===== src/rtl/rc4_prga_engine.sv =====
// rtl/rc4_prga_engine.sv - RC4 PRGA engine: XORs keystream with ciphertext ROM into result RAM
module rc4_prga_engine #(
   parameter int MSG_LEN  = 32,
   parameter int CHECK_EN = 1,
   localparam int KADDR_W = (MSG_LEN > 1) ? $clog2(MSG_LEN) : 1
) (
   input  logic               clk,
   input  logic               reset_n,
   input  logic               start,
   output logic               busy,
   output logic               done,
   output logic               key_ok,
   output logic [7:0]         s_addr,
   output logic [7:0]         s_wdata,
   output logic               s_wren,
   input  logic [7:0]         s_rdata,
   output logic [KADDR_W-1:0] rom_addr,
   input  logic [7:0]         rom_rdata,
   output logic [KADDR_W-1:0] res_addr,
   output logic [7:0]         res_wdata,
   output logic               res_wren
);

   typedef enum logic [3:0] {
      IDLE, RD_I, WT_I, CALC_J, RD_J, WT_J, WR_J, WR_I, RD_F, WT_F, OUT, NEXT, DONE
   } state_t;

   localparam logic [KADDR_W-1:0] K_LAST = KADDR_W'(MSG_LEN - 1);

   state_t             state_q, state_d;
   logic [7:0]         i_q, i_d, j_q, j_d;
   logic [7:0]         si_q, si_d, sj_q, sj_d, f_q, f_d;
   logic [KADDR_W-1:0] k_q, k_d;
   logic               key_ok_q, key_ok_d;
   logic [7:0]         pt;
   logic               pt_ok;

   always_ff @(posedge clk or negedge reset_n) begin
      if (!reset_n) begin
         state_q  <= IDLE;
         i_q      <= 8'd0;
         j_q      <= 8'd0;
         si_q     <= 8'd0;
         sj_q     <= 8'd0;
         f_q      <= 8'd0;
         k_q      <= '0;
         key_ok_q <= 1'b0;
      end else begin
         state_q  <= state_d;
         i_q      <= i_d;
         j_q      <= j_d;
         si_q     <= si_d;
         sj_q     <= sj_d;
         f_q      <= f_d;
         k_q      <= k_d;
         key_ok_q <= key_ok_d;
      end
   end

   // Plaintext screen accepts lowercase letters and space only
   assign pt    = f_q ^ rom_rdata;
   assign pt_ok = ((pt >= 8'h61) && (pt <= 8'h7A)) || (pt == 8'h20);

   always_comb begin
      state_d   = state_q;
      i_d       = i_q;
      j_d       = j_q;
      si_d      = si_q;
      sj_d      = sj_q;
      f_d       = f_q;
      k_d       = k_q;
      key_ok_d  = key_ok_q;
      s_addr    = i_q;
      s_wdata   = 8'd0;
      s_wren    = 1'b0;
      res_wdata = 8'd0;
      res_wren  = 1'b0;
      done      = 1'b0;
      busy      = (state_q != IDLE) && (state_q != DONE);
      case (state_q)
         IDLE: begin
            if (start) begin
               i_d      = 8'd1;
               j_d      = 8'd0;
               k_d      = '0;
               key_ok_d = 1'b1;
               state_d  = RD_I;
            end
         end
         RD_I:   state_d = WT_I;
         WT_I: begin
            si_d    = s_rdata;
            state_d = CALC_J;
         end
         CALC_J: begin
            j_d     = j_q + si_q;
            state_d = RD_J;
         end
         RD_J: begin
            s_addr  = j_q;
            state_d = WT_J;
         end
         WT_J: begin
            s_addr  = j_q;
            sj_d    = s_rdata;
            state_d = WR_J;
         end
         WR_J: begin
            s_addr  = j_q;
            s_wdata = si_q;
            s_wren  = 1'b1;
            state_d = WR_I;
         end
         WR_I: begin
            s_addr  = i_q;
            s_wdata = sj_q;
            s_wren  = 1'b1;
            state_d = RD_F;
         end
         RD_F: begin
            s_addr  = si_q + sj_q;
            state_d = WT_F;
         end
         WT_F: begin
            s_addr  = si_q + sj_q;
            f_d     = s_rdata;
            state_d = OUT;
         end
         OUT: begin
            res_wdata = pt;
            res_wren  = 1'b1;
            if ((CHECK_EN != 0) && !pt_ok) key_ok_d = 1'b0;
            state_d = NEXT;
         end
         NEXT: begin
            if (!key_ok_q || (k_q == K_LAST)) begin
               state_d = DONE;
            end else begin
               k_d     = k_q + 1'b1;
               i_d     = i_q + 8'd1;
               state_d = RD_I;
            end
         end
         DONE: begin
            done = 1'b1;
            if (!start) state_d = IDLE;
         end
         default: state_d = IDLE;
      endcase
   end

   assign key_ok   = key_ok_q;
   assign rom_addr = k_q;
   assign res_addr = k_q;

endmodule


===== config.mk =====
export PLATFORM = sky130hd
export DESIGN_NAME = rc4_prga_engine
export DESIGN_NICKNAME = d
export VERILOG_FILES = /design/src/rtl/rc4_prga_engine.sv
export SDC_FILE = /design/constraint.sdc
export NUM_CORES = 1
export LEC_CHECK = 0
export CAP_MARGIN = 20
export CORE_MARGIN = 2
export CORE_UTILIZATION = 40
export CTS_CLUSTER_SIZE = 24
export DETAILED_ROUTE_END_ITERATION = 7
export DONT_BUFFER_PORTS = 1
export GPL_TIMING_DRIVEN = 1
export SLEW_MARGIN = 20
export SYNTH_ARGS = -nofsm -noshare
export SYNTH_HDL_FRONTEND = slang
export SYNTH_SLANG_ARGS = --single-unit

===== constraint.sdc =====
create_clock -name clk -period 2.2 [get_ports clk]
set_input_delay 0.22 -clock clk [delete_from_list [all_inputs] [get_ports clk]]
set_output_delay 0.22 -clock clk [all_outputs]
set_load 0.02 [all_outputs]

==> metrics.md, run 1 <==
| Metric | Value |
|---|---|
| Final Skew | 18.0 ps |
| HP Start | s_rdata[1] |
| Clk slew on worst S/H paths | 100 ps |
| RSZ-0062 raised after global routing | yes |
| H-tree lvl count | 2 |
| CP required | 1980 ps |
| R2r setup slk | -100 ps |
| Power Dens Cells | 1480 nW/um^2 |
| Layout cell share with drive strength beyond 1 | 32.5% |
| Primary FF master, synth | dfrtp_1 |
| Routed WL | 8.07 mm |
| First-pass GRT wire length | 13.2 mm |
| Syn Std Cell Area | 3220 um^2 |
| Yosys top cell area share | 38.8% |
| Vias in the first global route | 2613 |
| # rows | 32 |
| Global Route Usage Sum | 19.1% |
| TritonRoute pass-1 iters | 4 |
| Max-cap violations | 0 |
| Final worst slack | -235 ps |
| Synthesized area per cell | 9.56 um^2 |
| CTS tree | yes |
| Worst slew margin | 70.9% |
| Mapped Nets | 375 |
| Place WS | -135 ps |
| Seq pwr share | 27.2% |
| DR DRC count | 0 |
| Failing checks | setup timing |
| Clock Power Share | 9.5% |
| Tcrit/Tclk final | 111% |
| Max Fanout on Critical Path | 3 |
| Die W | 93.8 um |
| Kind of critical path | register to primary output |
| Setup Viol. Count Final | 6 |
| CP arrival | 2210 ps |
| Largest net degree at the start of global routing | 51 |
| I/O pin cnt | 58 |
| Hold WC Path Type | primary input to register |
| Gate power share | 63.3% |
| Die area | 8790 um^2 |
| Synth Instances | 337 |
| Setup crit start kind | register |
| R2r worst-path depth | 8 |
| Core area | 7770 um^2 |
| Gr ovfl total | 0 |
| Root Buffer | clkbuf_8 |
| Ys Warns | 0 |
| Count of cell types in the netlist | 47 |
| Total number of vias | 2607 |
| Leakage power | 1.70 nW |
| Diode count | 0 |
| Post-route ant nets | 0 |
| Starting density of the core | 41.5% |
| Tightest Pin Transition | 435 ps |
| Fillers | 735 |
| EDFF count, synth | 0 |
| Status | finished, violations left |
| TNS Setup | -825 ps |
| PnR Total Power | 5.83 mW |
| Placer Congestion | 0.835 |
| Most frequent cells in the layout | dfrtp_1 (47), buf_4 (40), nor2_1 (32) |
| Net Switching | 2.61 mW |
| Seq/Total Area, Yosys | 38.8% |
| Achievable Freq | 411 MHz |
| Final nets | 412 |
| Hold Fails Final Rpt | 0 |
| DP HPWL | 5.99 mm |
| Hold slack | 18.5 ps |
| Hold endpoint | si_q[1]$_DFFE_PN0P_ |
| Sw Ratio | 44.7% |
| Setup crit start | sj_q[0]$_DFFE_PN0P_ |
| Reg2reg end | i_q[6]$_DFFE_PN0P_ |
| WHS Path Cells | 2 |
| Int Power | 3.22 mW |
| Synth top area cells | dfrtp_1 (39%), mux2_2 (8.7%), ha_1 (6.6%), nor2_1 (4.2%), o21ai_0 (4.2%) |
| Wire length per cell after detailed routing | 16.9 um |
| Share of synthesized flip-flops with an asynchronous set or reset | 100% |
| DRT iter0 DRCs | 122 |
| CTS buffer count | 5 |
| Maximum vdd drop | 0.000750 V |
| Synth area leader | dfrtp_1 |
| #FFs+latches synth | 50 |
| Final max-slew violation count | 0 |
| PortBufs | 0 |
| Initial antenna violation count | 0 |
| CP endpoint kind | primary output |
| CTS Buffer Depth | 2 |
| R2r startpoint | res_addr[1]$_DFFE_PN0P_ |
| Final worst path period need | 2430 ps |
| Commonest non-fill, non-tap cell in the layout | dfrtp_1 |
| Area Growth Syn to Fin | 22.5% |
| Die height | 93.8 um |
| CTS sink cnt | 50 |
| Clock Latency Late Sink | 310 ps |
| Vias/cell | 5.47 |
[through the flow]
| stage | util (%) | instance area, um^2 | instances |
|---|---|---|---|
| 6_report | 50.8 | 3950 | 477 |
| 5_1_grt | 50.8 | 3950 | 477 |
| 4_1_cts | 49.1 | 3820 | 473 |
| 3_5_place_dp | 45.6 | 3540 | 458 |
| 3_3_place_gp | 45.6 | 3540 | 458 |
| 2_1_floorplan | - | 3230 | 337 |
[power by group through the flow]
stage / Sequential, mW / Combinational, mW / Clock, mW
2_1_floorplan: 1.53 / 2.35 / 0
3_3_place_gp: 1.56 / 3.07 / 0
3_5_place_dp: 1.58 / 3.12 / 0
4_1_cts: 1.56 / 3.43 / 0.564
5_1_grt: 1.63 / 4.07 / 0.606
6_report: 1.58 / 3.69 / 0.552
[sequential cells by signal (all words and copies together), names as in the netlist]
signal / flops
state_q: 4
sj_q: 8
si_q: 8
key_ok: 1
res_addr: 5
i_q: 8
j_q: 8
f_q: 8
[worst max-delay path: stages (launching register included)]
cell and delay [ps]:
dfrtp_1 400, ha_2 190, buf_4 140, a211oi_2 250
nor2_2 100, o41ai_2 320, mux2i_1 240, o21ai_1 80
buf_4 170
[metal layers]
layer  wire (um)  share of wire [%]  track usage [%]  up-vias
li1            -                  -                -     1274
met1        3740                 46             25.8     1262
met3         418                5.2             4.41        8
met2        3770                 47             30.2       63
met5           0                  0                0        -
met4         145                1.8             6.64        0
[repair_timing]
item | CTS | global route
setup endpoints to repair | 11 | 11
buffers inserted | 7 | 4
gates cloned | 0 | 0
pin swaps | 6 | 13
hold buffers | 2 | 0
gates resized for setup | 28 | 25
endpoints found under the hold margin | 50 | 0
[Yosys cell counts (4+ instances only)]
library cell and count:
dfrtp_1 50, nor2_1 36, o21ai_0 27, mux2_2 25
nand2_1 22, ha_1 17, xnor2_1 15, a21oi_1 11
inv_1 11, clkbuf_1 10, mux2i_1 10, nand2b_1 9
nand3_1 9, nor2b_1 8, nor3_1 8, xor2_1 7
o22ai_1 6, a211oi_1 5, buf_4 5, a221oi_1 4
a22oi_1 4
[cells by family after synthesis]
group	count (synthesis)	share of synthesized area, %
DFF	50	38.8
xor gates and xnor gates	22	5.98
buffers and inverters	28	4.08
and+or+nand+nor	110	16.7
adders and majority gates	19	7.84
AOI/OAI and AO/OA	73	14.8
muxes	35	11.8
[final cells by class]
cell class | count | area (um^2) | share of cell area, %
multi-input combinational | 259 | 2040 | 51.7
clock buffer | 5 | 68.8 | 1.74
clock inverter | 3 | 18.8 | 0.475
sequential | 50 | 1250 | 31.8
timing repair buffer | 47 | 394 | 9.98
inverter | 11 | 41.3 | 1.05
tap | 102 | 128 | 3.23
[worst max-delay path by stage]
stage,end,slack [ps],cells past startpoint
2_1_floorplan,i_q[6]$_DFFE_PN0P_,-170,8
3_3_place_gp,i_q[6]$_DFFE_PN0P_,-80,8
3_5_place_dp,i_q[6]$_DFFE_PN0P_,-140,8
4_1_cts,s_addr[6],-240,8
5_1_grt,s_addr[7],-300,8
6_report,s_addr[7],-230,8
Note: power is estimated with default switching activity, not from simulation.
==> inputs of run 2 (changes only) <==
--- a/config.mk
+++ b/config.mk
@@ -8,6 +8,7 @@
 export CAP_MARGIN = 20
 export CORE_MARGIN = 2
 export CORE_UTILIZATION = 40
+export CTS_BUF_LIST = sky130_fd_sc_hd__clkbuf_4 sky130_fd_sc_hd__clkbuf_8
 export CTS_CLUSTER_SIZE = 24
 export DETAILED_ROUTE_END_ITERATION = 7
 export DONT_BUFFER_PORTS = 1
==> constraint.sdc (replaced) <==
create_clock -name clk -period 2.2 [get_ports clk]
set_input_delay 0.22 -clock clk [delete_from_list [all_inputs] [get_ports clk]]
set_output_delay 0.22 -clock clk [all_outputs]
set_load 0.1 [all_outputs]
==> run 2 against run 1 <==
  * The run still ends with setup timing left
  * Via count is 3.5% higher
  * Critical endpoint is now s_addr[6]
  * First-iteration DRC count is 4.1% lower
  * Sequential share of layout area fell by 4.6 points
  * Critical path depth increased by 1
  * Sequential cell count unchanged
==> metrics.md, run 2 (synthesis gave the netlist of run 1 again) <==
| Metric | Value |
|---|---|
| Status | finished, violations left |
| Failing checks | setup timing |
| Gr ovfl total | 0 |
| Core area | 7770 um^2 |
| CP arrival | 2290 ps |
| Layout cell share with drive strength beyond 1 | 40.8% |
| Setup crit start | si_q[0]$_DFFE_PN0P_ |
| TritonRoute pass-1 iters | 4 |
| Hold Fails Final Rpt | 0 |
| Achievable Freq | 399 MHz |
| Power Dens Cells | 1700 nW/um^2 |
| Int Power | 3.92 mW |
| CTS Buffer Depth | 2 |
| Tightest Pin Transition | 602 ps |
| Area of the multi-input gates | 2250 um^2 |
| CTS tree | yes |
| CTS sink cnt | 50 |
| Setup crit start kind | register |
| Die W | 93.8 um |
| Placer Congestion | 0.844 |
| Cells after DPL | 484 |
| Fillers | 668 |
| Vias in the first global route | 2660 |
| R2r startpoint | res_addr[1]$_DFFE_PN0P_ |
| Routed WL | 8.32 mm |
| Global Route Usage Sum | 19.9% |
| Final Skew | 5.27 ps |
| DR DRC count | 0 |
| Seq pwr share | 20.2% |
| Worst slew margin | 59.6% |
| Post-route ant nets | 0 |
| PnR Total Power | 7.87 mW |
| Max Fanout on Critical Path | 2 |
| Largest net degree at the start of global routing | 51 |
| Final nets | 432 |
| Clk slew on worst S/H paths | 90 ps |
| Leakage power | 1.94 nW |
| Hold slack | 31.7 ps |
| Kind of critical path | register to primary output |
| Initial antenna violation count | 0 |
| DP HPWL | 6.25 mm |
| TNS Setup | -1490 ps |
| Wire length per cell after detailed routing | 16.7 um |
| Slowest-stage cell, CP | dfrtp_1 |
| Max-cap violations | 0 |
| Tcrit/Tclk final | 114% |
| Die height | 93.8 um |
| CTS buffer count | 5 |
| I/O pin cnt | 58 |
| Commonest non-fill, non-tap cell in the layout | dfrtp_1 |
| CP required | 1980 ps |
| Final worst path period need | 2510 ps |
| Post-route insts no fill | 497 |
| Final max-slew violation count | 0 |
| Starting density of the core | 41.5% |
| Worst-path cell chain | ha_2 -> inv_2 -> fa_2 -> nor2b_4 -> o21ai_2 -> a21oi_2 -> mux2_4 -> o21ai_4 -> buf_12 |
| R2r setup slk | -180 ps |
| HP Start | s_rdata[1] |
| First-pass GRT wire length | 13.6 mm |
| Root Buffer | clkbuf_8 |
| Final worst slack | -309 ps |
| DRT iter0 DRCs | 117 |
| Setup Viol. Count Final | 7 |
| RSZ-0062 raised after global routing | yes |
| Net Switching | 3.95 mW |
| Diode count | 0 |
| Reg area | 1260 um^2 |
| Clock Power Share | 8.5% |
| Maximum vdd drop | 0.000571 V |
| Total number of vias | 2699 |
| CP peak stage delay | 360 ps |
| Place WS | -136 ps |
| Vias/cell | 5.43 |
| Die area | 8790 um^2 |
| # rows | 32 |
| Hold WC Path Type | primary input to register |
| Sw Ratio | 50.2% |
| Area Growth Syn to Fin | 43.9% |
| H-tree lvl count | 2 |
| PortBufs | 0 |
| Most frequent cells in the layout | dfrtp_1 (45), buf_4 (38), buf_12 (25) |
| Gate power share | 71.2% |
| Clock Latency Late Sink | 310 ps |
| CP endpoint kind | primary output |
## run 2: power groups by stage
stage | Clock (mW) | Combinational, mW | Sequential, mW
finish | 0.672 | 5.61 | 1.59
global route | 0.728 | 5.98 | 1.65
CTS | 0.692 | 5.35 | 1.59
detailed placement | 0 | 5.12 | 1.59
global placement | 0 | 5.04 | 1.58
floorplan | 0 | 3.62 | 1.65
## run 2: cell type report
class | count | share of cell area, %
sequential | 50 | 27.2
multi-input combinational | 259 | 48.5
inverter | 11 | 0.890
timing repair buffer | 67 | 18.2
clock inverter | 2 | 0.809
tap | 102 | 2.75
clock buffer | 6 | 1.65
## run 2: worst max-delay path: cells and delay by family (launching register included)
kind,cells,cell delay [ps]
buffers and inverters,2,230
AO/OA/AOI/OAI,3,390
flip-flops,1,360
adder cells (fa/ha/maj),2,540
multiplexers,1,320
AND/OR/NAND/NOR,1,130
## run 2: routing by layer
layer	vias to the layer above	GRT usage, %	wire [um]
met2	64	32.5	4010
met1	1315	26.5	3730
li1	1307	-	-
met5	-	0	0
met3	13	4.65	435
met4	0	5.31	140
## run 2: through the flow
| stage | util (%) | instance area (um^2) |
|---|---|---|
| 6_report | 59.7 | 4640 |
| 5_1_grt | 59.7 | 4640 |
| 4_1_cts | 58.4 | 4530 |
| 3_5_place_dp | 55.3 | 4300 |
| 3_3_place_gp | 55.3 | 4300 |
| 2_1_floorplan | - | 3480 |
## run 2: path summary, 6_finish.rpt
check	cells after the start	endpoint
setup / recovery	9	s_addr[6]
hold / removal	2	si_q[1]$_DFFE_PN0P_
setup reg to reg	8	i_q[6]$_DFFE_PN0P_
hold reg to reg	1	j_q[7]$_DFFE_PN0P_
max in group asynchronous	2	res_addr[0]$_DFFE_PN0P_
min in group asynchronous	2	j_q[5]$_DFFE_PN0P_
## run 2: what timing repair did
item	in CTS	in global routing
endpoints found under the hold margin	50	0
pin swaps	11	12
buffers inserted	2	2
hold buffers	2	0
resized for setup	17	16
endpoints found under the setup margin	20	12
==> inputs of run 3 (changes only) <==
--- a/config.mk
+++ b/config.mk
@@ -6,7 +6,8 @@
 export NUM_CORES = 1
 export LEC_CHECK = 0
 export CAP_MARGIN = 20
-export CORE_MARGIN = 2
+export CORE_ASPECT_RATIO = 0.9
+export CORE_MARGIN = 4
 export CORE_UTILIZATION = 40
 export CTS_BUF_LIST = sky130_fd_sc_hd__clkbuf_4 sky130_fd_sc_hd__clkbuf_8
 export CTS_CLUSTER_SIZE = 24
==> run 3 against run 2 <==
  * The flow still finishes with violations (setup timing)
  * Fmax fell by 1.1%
  * Register-to-register slack got worse by 40 ps
  * Cell area fell by 0.89%
  * Global-route usage fell by 1.3 points
  * First-iteration DRC count rose by 6.0%
  * Total power fell by 1.6%
  * Sequential power barely moved
  * Sequential share of layout area rose by 0.24 points
  * Worst setup slack got worse by 27 ps
  * Worst hold slack improved by 3.5 ps
  * Largest power group unchanged
  * Highest routed layer unchanged
==> metrics.md, run 3 (synthesis gave the netlist of run 1 again) <==
| Metric | Value |
|---|---|
| Vias/cell | 5.58 |
| Tcrit/Tclk final | 115% |
| Area Growth Syn to Fin | 42.7% |
| Commonest non-fill, non-tap cell in the layout | dfrtp_1 |
| CTS Buffer Depth | 2 |
| Gr ovfl total | 0 |
| Setup Viol. Count Final | 8 |
| Diode count | 0 |
| DP HPWL | 6.24 mm |
| Routed WL | 8.47 mm |
| DR DRC count | 0 |
| Place WS | -151 ps |
| Layout cell share with drive strength beyond 1 | 40.7% |
| Utilization after layout | 59.8% |
| CP endpoint kind | primary output |
| Hold slack | 35.2 ps |
| Placer Congestion | 0.831 |
| Achievable Freq | 394 MHz |
| Worst slew margin | 58.0% |
| DRT iter0 DRCs | 124 |
| DR WL met2 | 4.09 mm |
| Leakage power | 1.91 nW |
| Post-route ant nets | 0 |
| Tightest Pin Transition | 625 ps |
| Largest net degree at the start of global routing | 51 |
| DR WL met3 | 604 um |
| First-pass GRT wire length | 14.0 mm |
| # rows | 30 |
| R2r worst-path depth | 8 |
| Die height | 93.2 um |
| CP arrival | 2320 ps |
| Total number of vias | 2716 |
| Maximum vdd drop | 0.00133 V |
| Initial antenna violation count | 0 |
| Clock Latency Late Sink | 320 ps |
| PnR Total Power | 7.74 mW |
| Setup crit start kind | register |
| Hold WC Path Type | primary input to register |
| Final worst slack | -336 ps |
| Kind of critical path | register to primary output |
| Root Buffer | clkbuf_8 |
| WHS Path Cells | 2 |
| Final nets | 428 |
| CTS tree | yes |
| Final Skew | 8.49 ps |
| Post-route insts no fill | 487 |
| I/O pin cnt | 58 |
| Status | finished, violations left |
| Vias in the first global route | 2757 |
| Cells after DPL | 476 |
| Final max-slew violation count | 0 |
| Metal-1 WL | 3.70 mm |
| Final worst path period need | 2540 ps |
| Max Fanout on Critical Path | 2 |
| TritonRoute pass-1 iters | 4 |
| Die W | 103 um |
| Power Dens Cells | 1680 nW/um^2 |
| CTS sink cnt | 50 |
| Global Route Usage Sum | 18.5% |
| Slowest-stage cell, CP | dfrtp_1 |
| Max-cap violations | 0 |
| Die area | 9560 um^2 |
| Top Metal Used | met4 |
| CP peak stage delay | 370 ps |
| CP required | 1980 ps |
| RSZ-0062 raised after global routing | yes |
| H-tree lvl count | 2 |
| Wire length per cell after detailed routing | 17.4 um |
| Failing checks | setup timing |
| Clk slew on worst S/H paths | 90 ps |
| Hold Fails Final Rpt | 0 |
| Core area | 7690 um^2 |
| Most frequent cells in the layout | dfrtp_1 (45), buf_4 (33), buf_12 (25) |
| CTS buffer count | 5 |
| Worst-path cell chain | ha_2 -> inv_2 -> fa_2 -> nor2b_4 -> o21ai_2 -> a21oi_2 -> mux2_4 -> o21ai_4 -> buf_12 |
| PortBufs | 0 |
| Starting density of the core | 41.9% |
[run 3: changes by cell type in the layout (fill, tap and decap cells not counted), sizes merged]
cell / change
buf: -4
[run 3: power breakdown]
group	internal (mW)	switching (mW)	total [mW]	leakage, nW
Clock	0.352	0.332	0.685	0.0548
Combinational	2.20	3.30	5.49	1.24
Sequential	1.27	0.292	1.56	0.623
[run 3: timing repair]
item,in CTS,in global routing
setup endpoints to repair,8,23
gates resized for setup,16,19
endpoints found under the hold margin,50,0
pin swaps,4,5
buffers inserted,4,0
hold buffers,2,0
[run 3: cell type report]
class                      instances  area (um^2)
inverter                          11         41.3
tap                               96          120
timing repair buffer              63          820
fill                             635         3100
sequential                        50         1260
multi-input combinational        259         2240
clock inverter                     2         37.5
clock buffer                       6         76.3
[run 3: routing by layer]
metal	GRT usage [%]	vias to the layer above
met5	0	-
met4	4.15	0
met3	3.58	8
met2	29.1	75
met1	26.4	1324
li1	-	1309
[run 3: path summary, 6_finish.rpt]
path | slack, ps | to | from
worst min-delay path | 40 | si_q[7]$_DFFE_PN0P_ | s_rdata[7]
worst max register to register | -220 | i_q[6]$_DFFE_PN0P_ | res_addr[1]$_DFFE_PN0P_
min in group asynchronous | 390 | res_addr[1]$_DFFE_PN0P_ | reset_n
worst min register to register | 500 | j_q[7]$_DFFE_PN0P_ | j_q[7]$_DFFE_PN0P_
worst max-delay path | -340 | s_addr[6] | sj_q[0]$_DFFE_PN0P_
max in group asynchronous | 1550 | f_q[4]$_DFFE_PN0P_ | reset_n
[run 3: through the flow]
step | cell area [um^2] | setup TNS, ps
after floorplan | 3480 | -1210
after global placement | 4270 | -311
after detailed placement | 4270 | -421
after CTS | 4500 | -1260
after global routing | 4600 | -1950
final | 4600 | -1390
[run 3: worst max-delay path, delay by kind of cell (launching register included)]
kind,cells,cell delay [ps]
muxes,1,330
buffers and inverters,2,230
adders and majority gates,2,550
and+or+nand+nor,1,140
AOI/OAI and AO/OA,3,380
DFF,1,370
